### src/rtl/muldiv_unit.sv
// muldiv_unit: iterative MULT/MULTU/DIV/DIVU engine holding the HI/LO registers, with MTHI/MTLO writes.
module muldiv_unit #(
  parameter int WIDTH = 32
) (
  input  logic             clk,
  input  logic             rst,
  input  logic             start,
  input  logic [1:0]       op,
  input  logic [WIDTH-1:0] operand_a,
  input  logic [WIDTH-1:0] operand_b,
  input  logic             mt_hi,
  input  logic             mt_lo,
  output logic             busy,
  output logic             done,
  output logic             div_by_zero,
  output logic [WIDTH-1:0] hi,
  output logic [WIDTH-1:0] lo
);
  localparam int CW = $clog2(WIDTH);
  typedef enum logic [1:0] {IDLE, CALC, FINISH} state_t;
  state_t state, state_n;
  logic [2*WIDTH-1:0] acc, prod;
  logic [WIDTH-1:0] mag_b, raw_a, mag_a_n, mag_b_n, quot, rem;
  logic [WIDTH:0] madd, trial;
  logic [CW-1:0] cnt;
  logic is_div, sa, sb, sa_n, sb_n;
  assign busy = state != IDLE;
  // Signs are forced to zero for unsigned ops, so magnitudes equal raw values there.
  always_comb begin
    sa_n = ~op[0] & operand_a[WIDTH-1];
    sb_n = ~op[0] & operand_b[WIDTH-1];
    mag_a_n = sa_n ? -operand_a : operand_a;
    mag_b_n = sb_n ? -operand_b : operand_b;
    madd = {1'b0, acc[2*WIDTH-1:WIDTH]} + (acc[0] ? {1'b0, mag_b} : '0);
    trial = acc[2*WIDTH-1:WIDTH-1] - {1'b0, mag_b};
    prod = (sa ^ sb) ? -acc : acc;
    quot = (sa ^ sb) ? -acc[WIDTH-1:0] : acc[WIDTH-1:0];
    rem = sa ? -acc[2*WIDTH-1:WIDTH] : acc[2*WIDTH-1:WIDTH];
    state_n = (state == IDLE && start) ? CALC :
              (state == CALC && cnt == CW'(WIDTH-1)) ? FINISH :
              (state == FINISH) ? IDLE : state;
  end
  // acc holds {partial product, multiplier} for multiply and {remainder, quotient} for divide.
  always_ff @(posedge clk or posedge rst) begin
    if (rst) begin
      state <= IDLE;
      acc <= '0;
      mag_b <= '0;
      raw_a <= '0;
      cnt <= '0;
      is_div <= 1'b0;
      sa <= 1'b0;
      sb <= 1'b0;
      hi <= '0;
      lo <= '0;
      done <= 1'b0;
      div_by_zero <= 1'b0;
    end else begin
      state <= state_n;
      done <= 1'b0;
      div_by_zero <= 1'b0;
      if (state == IDLE && start) begin
        acc <= {{WIDTH{1'b0}}, mag_a_n};
        mag_b <= mag_b_n;
        raw_a <= operand_a;
        sa <= sa_n;
        sb <= sb_n;
        is_div <= op[1];
        cnt <= '0;
      end else if (state == IDLE) begin
        if (mt_hi) hi <= operand_a;
        if (mt_lo) lo <= operand_a;
      end else if (state == CALC) begin
        cnt <= cnt + 1'b1;
        acc <= is_div ? {trial[WIDTH] ? acc[2*WIDTH-2:WIDTH-1] : trial[WIDTH-1:0], acc[WIDTH-2:0], ~trial[WIDTH]}
                      : {madd, acc[WIDTH-1:1]};
      end else begin
        done <= 1'b1;
        div_by_zero <= is_div && mag_b == '0;
        hi <= !is_div ? prod[2*WIDTH-1:WIDTH] : (mag_b == '0) ? raw_a : rem;
        lo <= !is_div ? prod[WIDTH-1:0] : (mag_b == '0) ? '1 : quot;
      end
    end
  end
endmodule

### config.mk
export PLATFORM = sky130hd
export DESIGN_NAME = muldiv_unit
export DESIGN_NICKNAME = d
export VERILOG_FILES = /design/src/rtl/muldiv_unit.sv
export SDC_FILE = /design/constraint.sdc
export NUM_CORES = 1
export LEC_CHECK = 0
export ABC_CLOCK_PERIOD_IN_PS = 9900
export CAP_MARGIN = 20
export CORE_ASPECT_RATIO = 1.2
export CORE_MARGIN = 8
export CORE_UTILIZATION = 42
export CTS_BUF_LIST = sky130_fd_sc_hd__clkbuf_4
export DETAILED_ROUTE_END_ITERATION = 16
export GPL_TIMING_DRIVEN = 0
export PLACE_DENSITY = 0.73
export SETUP_SLACK_MARGIN = 0.3
export SLEW_MARGIN = 20
export SYNTH_ARGS = -nofsm -noshare
export SYNTH_HDL_FRONTEND = slang
export SYNTH_SLANG_ARGS = --single-unit
### constraint.sdc
create_clock -name clk -period 9.9 [get_ports clk]
set_input_delay 1.98 -clock clk [delete_from_list [all_inputs] [get_ports clk]]
set_output_delay 1.98 -clock clk [all_outputs]
set_load 0.01 [all_outputs]
==> metrics.txt, run 1 <==
outcome=finished, final reports clean; fin nets=2428; Slew HR=0.3171; synthesized area=16440 µm²; synthesized flop and latch total=204; ANT nets after route=0; Tightest Pin Transition=1.024 ns; Vias=16703; synth top area cells=dfrtp_1 31%, o21ai_0 7.9%, nand2_1 7.3%, xnor2_1 5.6%, ha_1 5.3%; Mean Syn Cell Area=7.849 µm²; skew final=0.02894 ns; fillers=3818; hold slack final=0.4767 ns; WS Path Type=reg -> out; WHS Endpoint=lo[14]$_DFFE_PP0P_; commonest cells after routing, fill and taps aside=318 x nand2_1, 260 x o21ai_0, 204 x dfrtp_1, 133 x nor2_1, 133 x clkdlybuf4s50_1; design area=19140 µm²; DRC Markers=0; number of global-route vias before repair=16715; largest net degree at the start of global routing=102; # rows=79; cells on worst reg2reg path=14; CTS H-Tree Depth=2; CP max stage cell=clkbuf_1; DR vias/cell=5.861; Synth Net Count=2237; most frequent CP cell=clkbuf_1; initial core utilization=0.4253; CTS max path bufs=3; setup TNS=0 ns; Worst Hold Class=reg -> reg; leakage=7.983 nW; Yosys warning count=0; Final Slew Violations=0; commonest non-fill, non-tap cell in the layout=nand2_1; Reg-to-Reg Start=acc[31]$_DFFE_PP0P_; Final period util=0.6382; Yosys cell types=81; placed cell area=18490 µm²; EDFF count, synth=0; GRT Overall Usage=0.2591; logic gate share of total power=0.701; Top-Level Pins=138; die area=45750 µm²; Syn Inst Count=2094; postcts setup bufs=0; post-synthesis async set-or-reset flop share=1.000; R2R Setup Slk=5.34 ns; clock root buffer=clkbuf_4; Area Growth Syn to Fin=16.44%; Crit. End Element=output pin; slowest cell delay on critical path=0.71 ns; Max Cap Violations=0; Clock Power Share=0.091; CP Cell Sequence=clkbuf_1 > nor2_1 > inv_1 > clkbuf_1 > clkbuf_1 > clkbuf_1 > clkdlybuf4s50_1; crit path DAT=4.34 ns; post-synth top area share=0.3106; crit-path leading delay family=buffers and inverters; final setup vio count=0; maximum VDD drop=141.0 µV; hold buffers post-CTS=0; core area=38650 µm²; hold path cells=2; register area share after synthesis=0.3106; Worst setup SP type=register; WL/cell=21.17 µm; HP Start=lo[14]$_DFFE_PP0P_; first-pass GRT wire length=92.79 mm; die height=232.7 µm; sequential power share=0.208; switching share of power=0.5159; RSZ-0062 raised after global routing=no; CP required=7.92 ns; Cell Int Power=3.884 mW; NetSw=4.139 mW; WP buf/inv=6; Routed WL=60.34 mm; Worst Path Max Fanout=10; Die X-Extent=196.6 µm; # resized after CTS=0; Synth area leader=dfrtp_1; RePlAce Congestion=0.9884; share of layout cells above drive strength 1=0.05429; drt initial violations=1387; Skew-Pair Late Insertion Delay=0.75 ns; Num CTS Buffers=54; post-detail-place hpwl=47.37 mm; clk sinks=204; RR Endpoint=acc[57]$_DFFE_PP0P_; fmax=0.1583 GHz; initial antenna violation count=2; CTS tree=done; Port Buffers=133; 1st-pass router iterations=5; Reg clk slew, reported paths=0.06 ns; Congestion Overflow GR=0; Most used DFF post-synth=dfrtp_1; min Tclk post-route=6.318 ns; Hold Vio Cnt, Final=0; pwr/cell area=419.2 nW/µm²
layout make-up:
| cell class | instances | area, µm² | area share |
|---|---|---|---|
| flip-flops and latches | 204 | 5105 | 0.2667 |
| diodes | 3 | 7.507 | 0.0003923 |
| well taps | 526 | 658.1 | 0.03439 |
| repair buffers | 135 | 1386 | 0.07244 |
| clock buffers | 74 | 555.5 | 0.02903 |
| inverters | 66 | 255.2 | 0.01334 |
| clock inverters | 18 | 81.33 | 0.004249 |
| multi-input cells | 1674 | 10470 | 0.5470 |
| plain buffers | 150 | 620.6 | 0.03243 |
logic make-up after synthesis:
kind of cell / count (synthesis) / synth area share
AND/OR/NAND/NOR: 681 / 0.1936
XOR/XNOR: 197 / 0.1050
flip-flops: 204 / 0.3106
AO/OA/AOI/OAI: 666 / 0.2468
multiplexers: 58 / 0.03548
adder cells (fa/ha/maj): 72 / 0.05572
buffers and inverters: 216 / 0.05283
tightest hold or removal path, delay by kind of cell, from the launching register on:
family | cells | cell delay (ns)
and+or+nand+nor | 1 | 0.04
AOI/OAI and AO/OA | 1 | 0.06
DFF | 1 | 0.34
power by group through the flow:
stage / Sequential [mW] / Combinational [mW] / Clock (mW)
after floorplan: 1.59 / 3.93 / 0
after CTS: 1.66 / 5.55 / 0.740
after detailed placement: 1.67 / 5.53 / 0
after global routing: 1.72 / 6.17 / 0.784
after global placement: 1.66 / 5.44 / 0
final: 1.67 / 5.63 / 0.727
synthesized netlist by cell type, types with 4 or more instances:
library cell    n
a211oi_1       14
a21o_1         30
a21oi_1       123
a221o_1         5
a221oi_1       15
a22oi_1        23
a31oi_1        14
and2_1          9
and3_1         19
buf_1           6
buf_2           6
buf_6           6
clkbuf_1      130
dfrtp_1       204
ha_1           70
inv_1          65
mux2i_1        56
nand2_1       318
nand2b_1       17
nand3_1        24
nand4_1        14
nor2_1        134
nor2b_1        16
nor3_1         32
nor4_1         25
o211ai_1       48
o21a_1         10
o21ai_0       260
o21ai_1        13
o21bai_1       10
o221ai_1        4
o22ai_1        34
o31ai_1        26
o41ai_1         9
or3_1          32
or4_1           7
or4_4           4
xnor2_1       105
xor2_1         92
per-stage QoR:
step / std cells / util / setup WS [ns] / power, mW
finish: 2850 / 0.4952 / 3.582 / 8.023
global route: 2848 / 0.4951 / 3.495 / 8.672
CTS: 2847 / 0.4949 / 3.616 / 7.950
detailed placement: 2755 / 0.4785 / 4.439 / 7.196
global placement: 2753 / 0.4767 / -0.5364 / 7.101
floorplan: 2094 / - / 2.353 / 5.524
per-layer routing:
layer,global-route usage,up-vias,part of all wire
met3,0.04350,226,0.072
met4,0.1699,0,0.070
li1,-,7887,-
met2,0.4493,776,0.48
met1,0.2916,7814,0.38
met5,0,-,0
how the worst max path moves through the flow:
stage                           to  cells past startpoint            startpoint  slack [ns]
2_1_floorplan   acc[0]$_DFFE_PP0P_                      1                   rst        2.35
4_1_cts                       busy                      7  state[1]$_DFFE_PP0P_        3.62
6_report                      busy                      7  state[1]$_DFFE_PP0P_        3.58
5_1_grt                       busy                      7  state[1]$_DFFE_PP0P_        3.50
3_5_place_dp                  busy                      7  state[1]$_DFFE_PP0P_        4.44
3_3_place_gp   acc[61]$_DFFE_PP0P_                      2                   rst       -0.54
state kept, by name (all words and copies together), names as in the netlist:
name / flops
acc: 64
hi: 32
lo: 32
mag_b: 32
raw_a: 32
cnt: 5
state: 2
div_by_zero: 1
done: 1
is_div: 1
sa: 1
sb: 1
No activity file was read; power rests on OpenSTA's default activity.
==> inputs of run 2 (changes only) <==
--- a/config.mk
+++ b/config.mk
@@ -5,7 +5,7 @@
 export SDC_FILE = /design/constraint.sdc
 export NUM_CORES = 1
 export LEC_CHECK = 0
-export ABC_CLOCK_PERIOD_IN_PS = 9900
+export ABC_CLOCK_PERIOD_IN_PS = 6200
 export CAP_MARGIN = 20
 export CORE_ASPECT_RATIO = 1.2
 export CORE_MARGIN = 8
==> constraint.sdc (replaced) <==
create_clock -name clk -period 6.2 [get_ports clk]
set_input_delay 1.24 -clock clk [delete_from_list [all_inputs] [get_ports clk]]
set_output_delay 1.24 -clock clk [all_outputs]
set_load 0.01 [all_outputs]
==> metrics.txt, run 2 (synthesized netlist as in run 1, its figures left out) <==
WS Path Type=reg -> out; initial core utilization=0.4253 (unchanged); cells on worst reg2reg path=14 (unchanged); Crit. End Element=output pin; Tightest Pin Transition=1.091 ns (+0.06696 ns); GRT Overall Usage=0.2618 (+0.002687); Worst setup SP type=register; Worst Path Max Fanout=10 (unchanged); CP Cell Sequence=clkbuf_1 > nor2_1 > inv_1 > clkbuf_1 > clkbuf_1 > clkbuf_1 > clkdlybuf4s50_1; design area=19320 µm² (+0.97%); crit-path leading delay family=buffers and inverters; largest net degree at the start of global routing=31 (-70%); flip-flop and latch area=5105 µm² (unchanged); CP required=4.96 ns (-2.96 ns); slowest cell delay on critical path=0.71 ns (about the same); ANT nets after route=0 (unchanged); CP max stage cell=clkdlybuf4s50_1; core area=38650 µm² (unchanged); Skew-Pair Late Insertion Delay=0.78 ns (+0.03 ns); CTS H-Tree Depth=2 (unchanged); Hold Vio Cnt, Final=0 (unchanged); first-pass GRT wire length=94.11 mm (+1.4%); # resized after CTS=0 (unchanged); register with the most flip-flops=acc; Final Non-Filler Cells=2867 (+0.60%); RePlAce Congestion=1.033 (+4.5%); commonest cells after routing, fill and taps aside=318 x nand2_1, 260 x o21ai_0, 204 x dfrtp_1, 134 x nor2_1, 133 x clkdlybuf4s50_1; CTS max path bufs=3 (unchanged); fmax=0.1840 GHz; Slew HR=0.2663 (-0.05086); Top-Level Pins=138 (unchanged); Vias=16773 (+0.42%); Worst Hold Class=reg -> reg; drt initial violations=1386 (-0.072%); commonest non-fill, non-tap cell in the layout=nand2_1; DR vias/cell=5.850 (-0.18%); dpl cells=2761 (+0.22%); setup TNS=0 ns (unchanged); Max Cap Violations=0 (unchanged); placed cell area=18580 µm² (+0.50%); fillers=3773 (-1.2%); most frequent CP cell=clkbuf_1; Port Buffers=133 (unchanged); area of the multi-input gates=10460 µm² (about the same); Die X-Extent=196.6 µm (unchanged); post-detail-place hpwl=47.44 mm (+0.16%); share of layout cells above drive strength 1=0.05515 (+0.0008648); Final Slew Violations=0 (unchanged); min Tclk post-route=5.435 ns; # rows=79 (unchanged); clk sinks=204 (unchanged); WP buf/inv=6 (unchanged); number of global-route vias before repair=16799 (+0.50%); final setup vio count=0 (unchanged); initial antenna violation count=1 (-1); RSZ-0062 raised after global routing=no; hold path cells=2 (unchanged); postcts setup bufs=0 (unchanged); post-layout power=12.97 mW (+62%); cell count along the critical path=7 (unchanged); outcome=finished, final reports clean; max reg flops=64 (unchanged); maximum VDD drop=238.8 µV (+69%); clock root buffer=clkbuf_4; WL/cell=21.22 µm (+0.24%); die height=232.7 µm (unchanged); crit path DAT=4.20 ns (-0.14 ns); pwr/cell area=671.1 nW/µm² (+60%); Congestion Overflow GR=0 (unchanged); die area=45750 µm² (unchanged); fin nets=2436 (+0.33%); leakage=8.067 nW (+1.0%); CTS tree=done; 1st-pass router iterations=8 (+3); hold buffers post-CTS=0 (unchanged); Reg clk slew, reported paths=0.07 ns (about the same); Final period util=0.8767; Routed WL=60.84 mm (+0.84%); DRC Markers=0 (unchanged); Num CTS Buffers=56 (+3.7%); Area Growth Syn to Fin=17.57%; skew final=0.02050 ns (-0.008442 ns)
-- run 2: worst paths after layout --
kind	slack, ns	to	startpoint
max in group asynchronous	3.79	mag_b[25]$_DFFE_PP0P_	rst
min in group asynchronous	0.94	lo[9]$_DFFE_PP0P_	rst
hold / removal	0.48	raw_a[6]$_DFFE_PP0P_	raw_a[6]$_DFFE_PP0P_
setup reg to reg	1.76	acc[57]$_DFFE_PP0P_	acc[31]$_DFFE_PP0P_
hold reg to reg	0.48	raw_a[6]$_DFFE_PP0P_	raw_a[6]$_DFFE_PP0P_
setup / recovery	0.76	busy	state[1]$_DFFE_PP0P_
-- run 2: cell type report --
type,count,area share
diodes,2,0.0002590
plain buffers,150,0.03212
clock buffers,67,0.02603
clock inverters,37,0.01198
inverters,66,0.01301
multi-input cells,1674,0.5414
flip-flops and latches,204,0.2642
well taps,526,0.03406
repair buffers,141,0.07692
-- run 2: power breakdown --
part	internal, mW	switching, mW	leakage [nW]
logic	3.64	5.36	5.20
registers	2.02	0.649	2.44
clock network	0.646	0.658	0.424
total	6.31	6.66	8.07
-- run 2: metrics by stage --
step	hold WS [ns]	util	setup slack (ns)
global route	0.4983	0.4999	0.6961
CTS	0.4856	0.4999	0.7370
detailed placement	0.4651	0.4809	1.583
global placement	0.4619	0.4768	0.6097
finish	0.4797	0.5000	0.7647
floorplan	0.4404	-	2.316
-- run 2: routing by layer --
metal	track usage	part of all wire	up-vias
li1	-	-	7929
met1	0.2933	0.37	7870
met2	0.4568	0.49	785
met3	0.05304	0.079	189
met4	0.1542	0.059	0
met5	0	0	-
-- run 2: worst reg2reg max path: stages (launching register included) --
cell and delay, ns:
dfrtp_1 0.52, inv_1 0.30, ha_1 0.25, fa_1 0.24
nor2b_1 0.07, o31ai_1 0.47, a211oi_1 0.30, nor4_1 0.57
o21ai_1 0.16, and3_1 0.19, clkbuf_1 0.18, nor2_4 0.32
buf_2 0.36, o41ai_1 0.19, o211ai_1 0.24
==> inputs of run 3 (changes only) <==
--- a/config.mk
+++ b/config.mk
@@ -5,13 +5,14 @@
 export SDC_FILE = /design/constraint.sdc
 export NUM_CORES = 1
 export LEC_CHECK = 0
-export ABC_CLOCK_PERIOD_IN_PS = 6200
+export ABC_CLOCK_PERIOD_IN_PS = 5800
 export CAP_MARGIN = 20
 export CORE_ASPECT_RATIO = 1.2
 export CORE_MARGIN = 8
 export CORE_UTILIZATION = 42
 export CTS_BUF_LIST = sky130_fd_sc_hd__clkbuf_4
 export DETAILED_ROUTE_END_ITERATION = 16
+export GPL_ROUTABILITY_DRIVEN = 0
 export GPL_TIMING_DRIVEN = 0
 export PLACE_DENSITY = 0.73
 export SETUP_SLACK_MARGIN = 0.3
==> constraint.sdc (replaced) <==
create_clock -name clk -period 5.8 [get_ports clk]
set_input_delay 1.16 -clock clk [delete_from_list [all_inputs] [get_ports clk]]
set_output_delay 1.16 -clock clk [all_outputs]
set_load 0.01 [all_outputs]
==> metrics.txt, run 3 (synthesized netlist as in run 1, its figures left out) <==
outcome=finished, final reports clean; number of global-route vias before repair=16653 (-0.87%); WL/cell=20.49 µm (-3.5%); initial antenna violation count=3 (+2); Layout Utilization=0.4993 (-0.0006800); DR vias/cell=5.950 (+1.7%); Worst Path Max Fanout=10 (unchanged); Max Cap Violations=0 (unchanged); skew final=0.03891 ns (+0.01842 ns); clock root buffer=clkbuf_4; CTS tree=done; DRC Markers=0 (unchanged); Num CTS Buffers=55 (-1.8%); Reg-to-Reg Start=acc[31]$_DFFE_PP0P_; ANT nets after route=0 (unchanged); CP max stage cell=clkdlybuf4s50_1; pre-CTS WS=1.326 ns (-0.2572 ns); Congestion Overflow GR=0 (unchanged); die area=45750 µm² (unchanged); initial core utilization=0.4253 (unchanged); first-pass GRT wire length=90.80 mm (-3.5%); crit-path leading delay family=buffers and inverters; Port Buffers=133 (unchanged); max reg flops=64 (unchanged); largest net degree at the start of global routing=36 (+16%); RSZ-0062 raised after global routing=no; Reg clk slew, reported paths=0.07 ns (about the same); commonest non-fill, non-tap cell in the layout=nand2_1; HP Start=raw_a[9]$_DFFE_PP0P_; slowest cell delay on critical path=0.70 ns (about the same); Slew HR=0.3467 (+0.08044); GRT Overall Usage=0.2509 (-0.01096); postcts setup bufs=0 (unchanged); core area=38650 µm² (unchanged); Final period util=0.9157; 1st-pass router iterations=6 (-2); Tightest Pin Transition=0.9717 ns (-0.1196 ns); CP Launch Point=state[1]$_DFFE_PP0P_; Final Slew Violations=0 (unchanged); post-detail-place hpwl=45.62 mm (-3.8%); crit path DAT=4.15 ns (-0.05 ns); Routed WL=58.47 mm (-3.9%); most frequent CP cell=clkbuf_1; # rows=79 (unchanged); drt initial violations=1488 (+7.4%); commonest cells after routing, fill and taps aside=318 x nand2_1, 260 x o21ai_0, 204 x dfrtp_1, 134 x nor2_1, 133 x clkdlybuf4s50_1; leakage=8.062 nW (about the same); CP Cell Sequence=clkbuf_1 > nor2_1 > inv_1 > clkbuf_1 > clkbuf_1 > clkbuf_1 > clkdlybuf4s50_1; die height=232.7 µm (unchanged); WS Path Type=reg -> out; CP required=4.64 ns (-0.32 ns); final setup vio count=0 (unchanged); Top-Level Pins=138 (unchanged); Worst Hold Class=reg -> reg; Worst setup SP type=register; fmax=0.1883 GHz; register with the most flip-flops=acc; CTS H-Tree Depth=2 (unchanged); final setup margin=0.4892 ns (-0.2755 ns); Die X-Extent=196.6 µm (unchanged); Area Growth Syn to Fin=17.41%; share of layout cells above drive strength 1=0.05761 (+0.002458); Crit. End Element=output pin; # resized after CTS=0 (unchanged); Skew-Pair Late Insertion Delay=0.74 ns (-0.04 ns); hold buffers post-CTS=0 (unchanged); setup TNS=0 ns (unchanged); fin nets=2434 (-0.082%); maximum VDD drop=252.5 µV (+5.7%); clk sinks=204 (unchanged); Hold Vio Cnt, Final=0 (unchanged); min Tclk post-route=5.311 ns; WP buf/inv=6 (unchanged); Vias=16980 (+1.2%); pwr/cell area=714.7 nW/µm² (+6.5%); CTS max path bufs=3 (unchanged)
==> run 3: changes by cell type in the layout (fill, tap and decap cells not counted) <==
cell,previous run,this run
buf_12,6,5
buf_16,1,2
buf_4,2,1
bufinv_16,3,2
clkbuf_4,67,81
clkinv_1,25,8
clkinv_2,8,2
clkinvlp_4,2,1
inv_2,1,0
o21ai_1,13,12
o21ai_2,1,2
==> run 3: where the power goes <==
part	total, mW	internal (mW)	switching [mW]
registers	2.87	2.16	0.708
clock network	1.38	0.718	0.660
logic	9.55	3.89	5.66
total	13.8	6.77	7.03
==> run 3: final timing paths <==
kind	endpoint	slack (ns)	cells after the start
hold / removal	raw_a[9]$_DFFE_PP0P_	0.48	2
min in group asynchronous	lo[8]$_DFFE_PP0P_	0.79	2
hold reg to reg	raw_a[9]$_DFFE_PP0P_	0.48	2
max in group asynchronous	mag_b[12]$_DFFE_PP0P_	3.86	6
setup / recovery	busy	0.49	7
setup reg to reg	acc[57]$_DFFE_PP0P_	1.30	13
==> run 3: tightest hold or removal path, delay by kind of cell (launching register included) <==
kind	cells	cell delay, ns
and+or+nand+nor	2	0.11
DFF	1	0.34
==> run 3: cell type report <==
type | count | area (µm²)
multi-input cells | 1674 | 10470
diodes | 2 | 5.005
plain buffers | 150 | 620.6
fillers | 3685 | 19350
repair buffers | 140 | 1486
flip-flops and latches | 204 | 5105
inverters | 66 | 251.5
well taps | 526 | 658.1
clock buffers | 81 | 608.1
clock inverters | 11 | 96.34
==> run 3: routing by layer <==
layer  track usage  share of wire
met2        0.4223           0.47
met1        0.2907           0.37
met3       0.04813          0.089
met5             0              0
met4        0.1598          0.067
==> run 3: metrics by stage <==
step / instance area (µm²) / instances / power [mW] / hold WS (ns)
floorplan: 16440 / 2094 / 9.430 / 0.4404
global route: 19300 / 2854 / 14.84 / 0.5023
finish: 19300 / 2854 / 13.79 / 0.4826
CTS: 19290 / 2852 / 13.59 / 0.4829
detailed placement: 18580 / 2760 / 12.17 / 0.4596
global placement: 18430 / 2753 / 11.90 / 0.4626
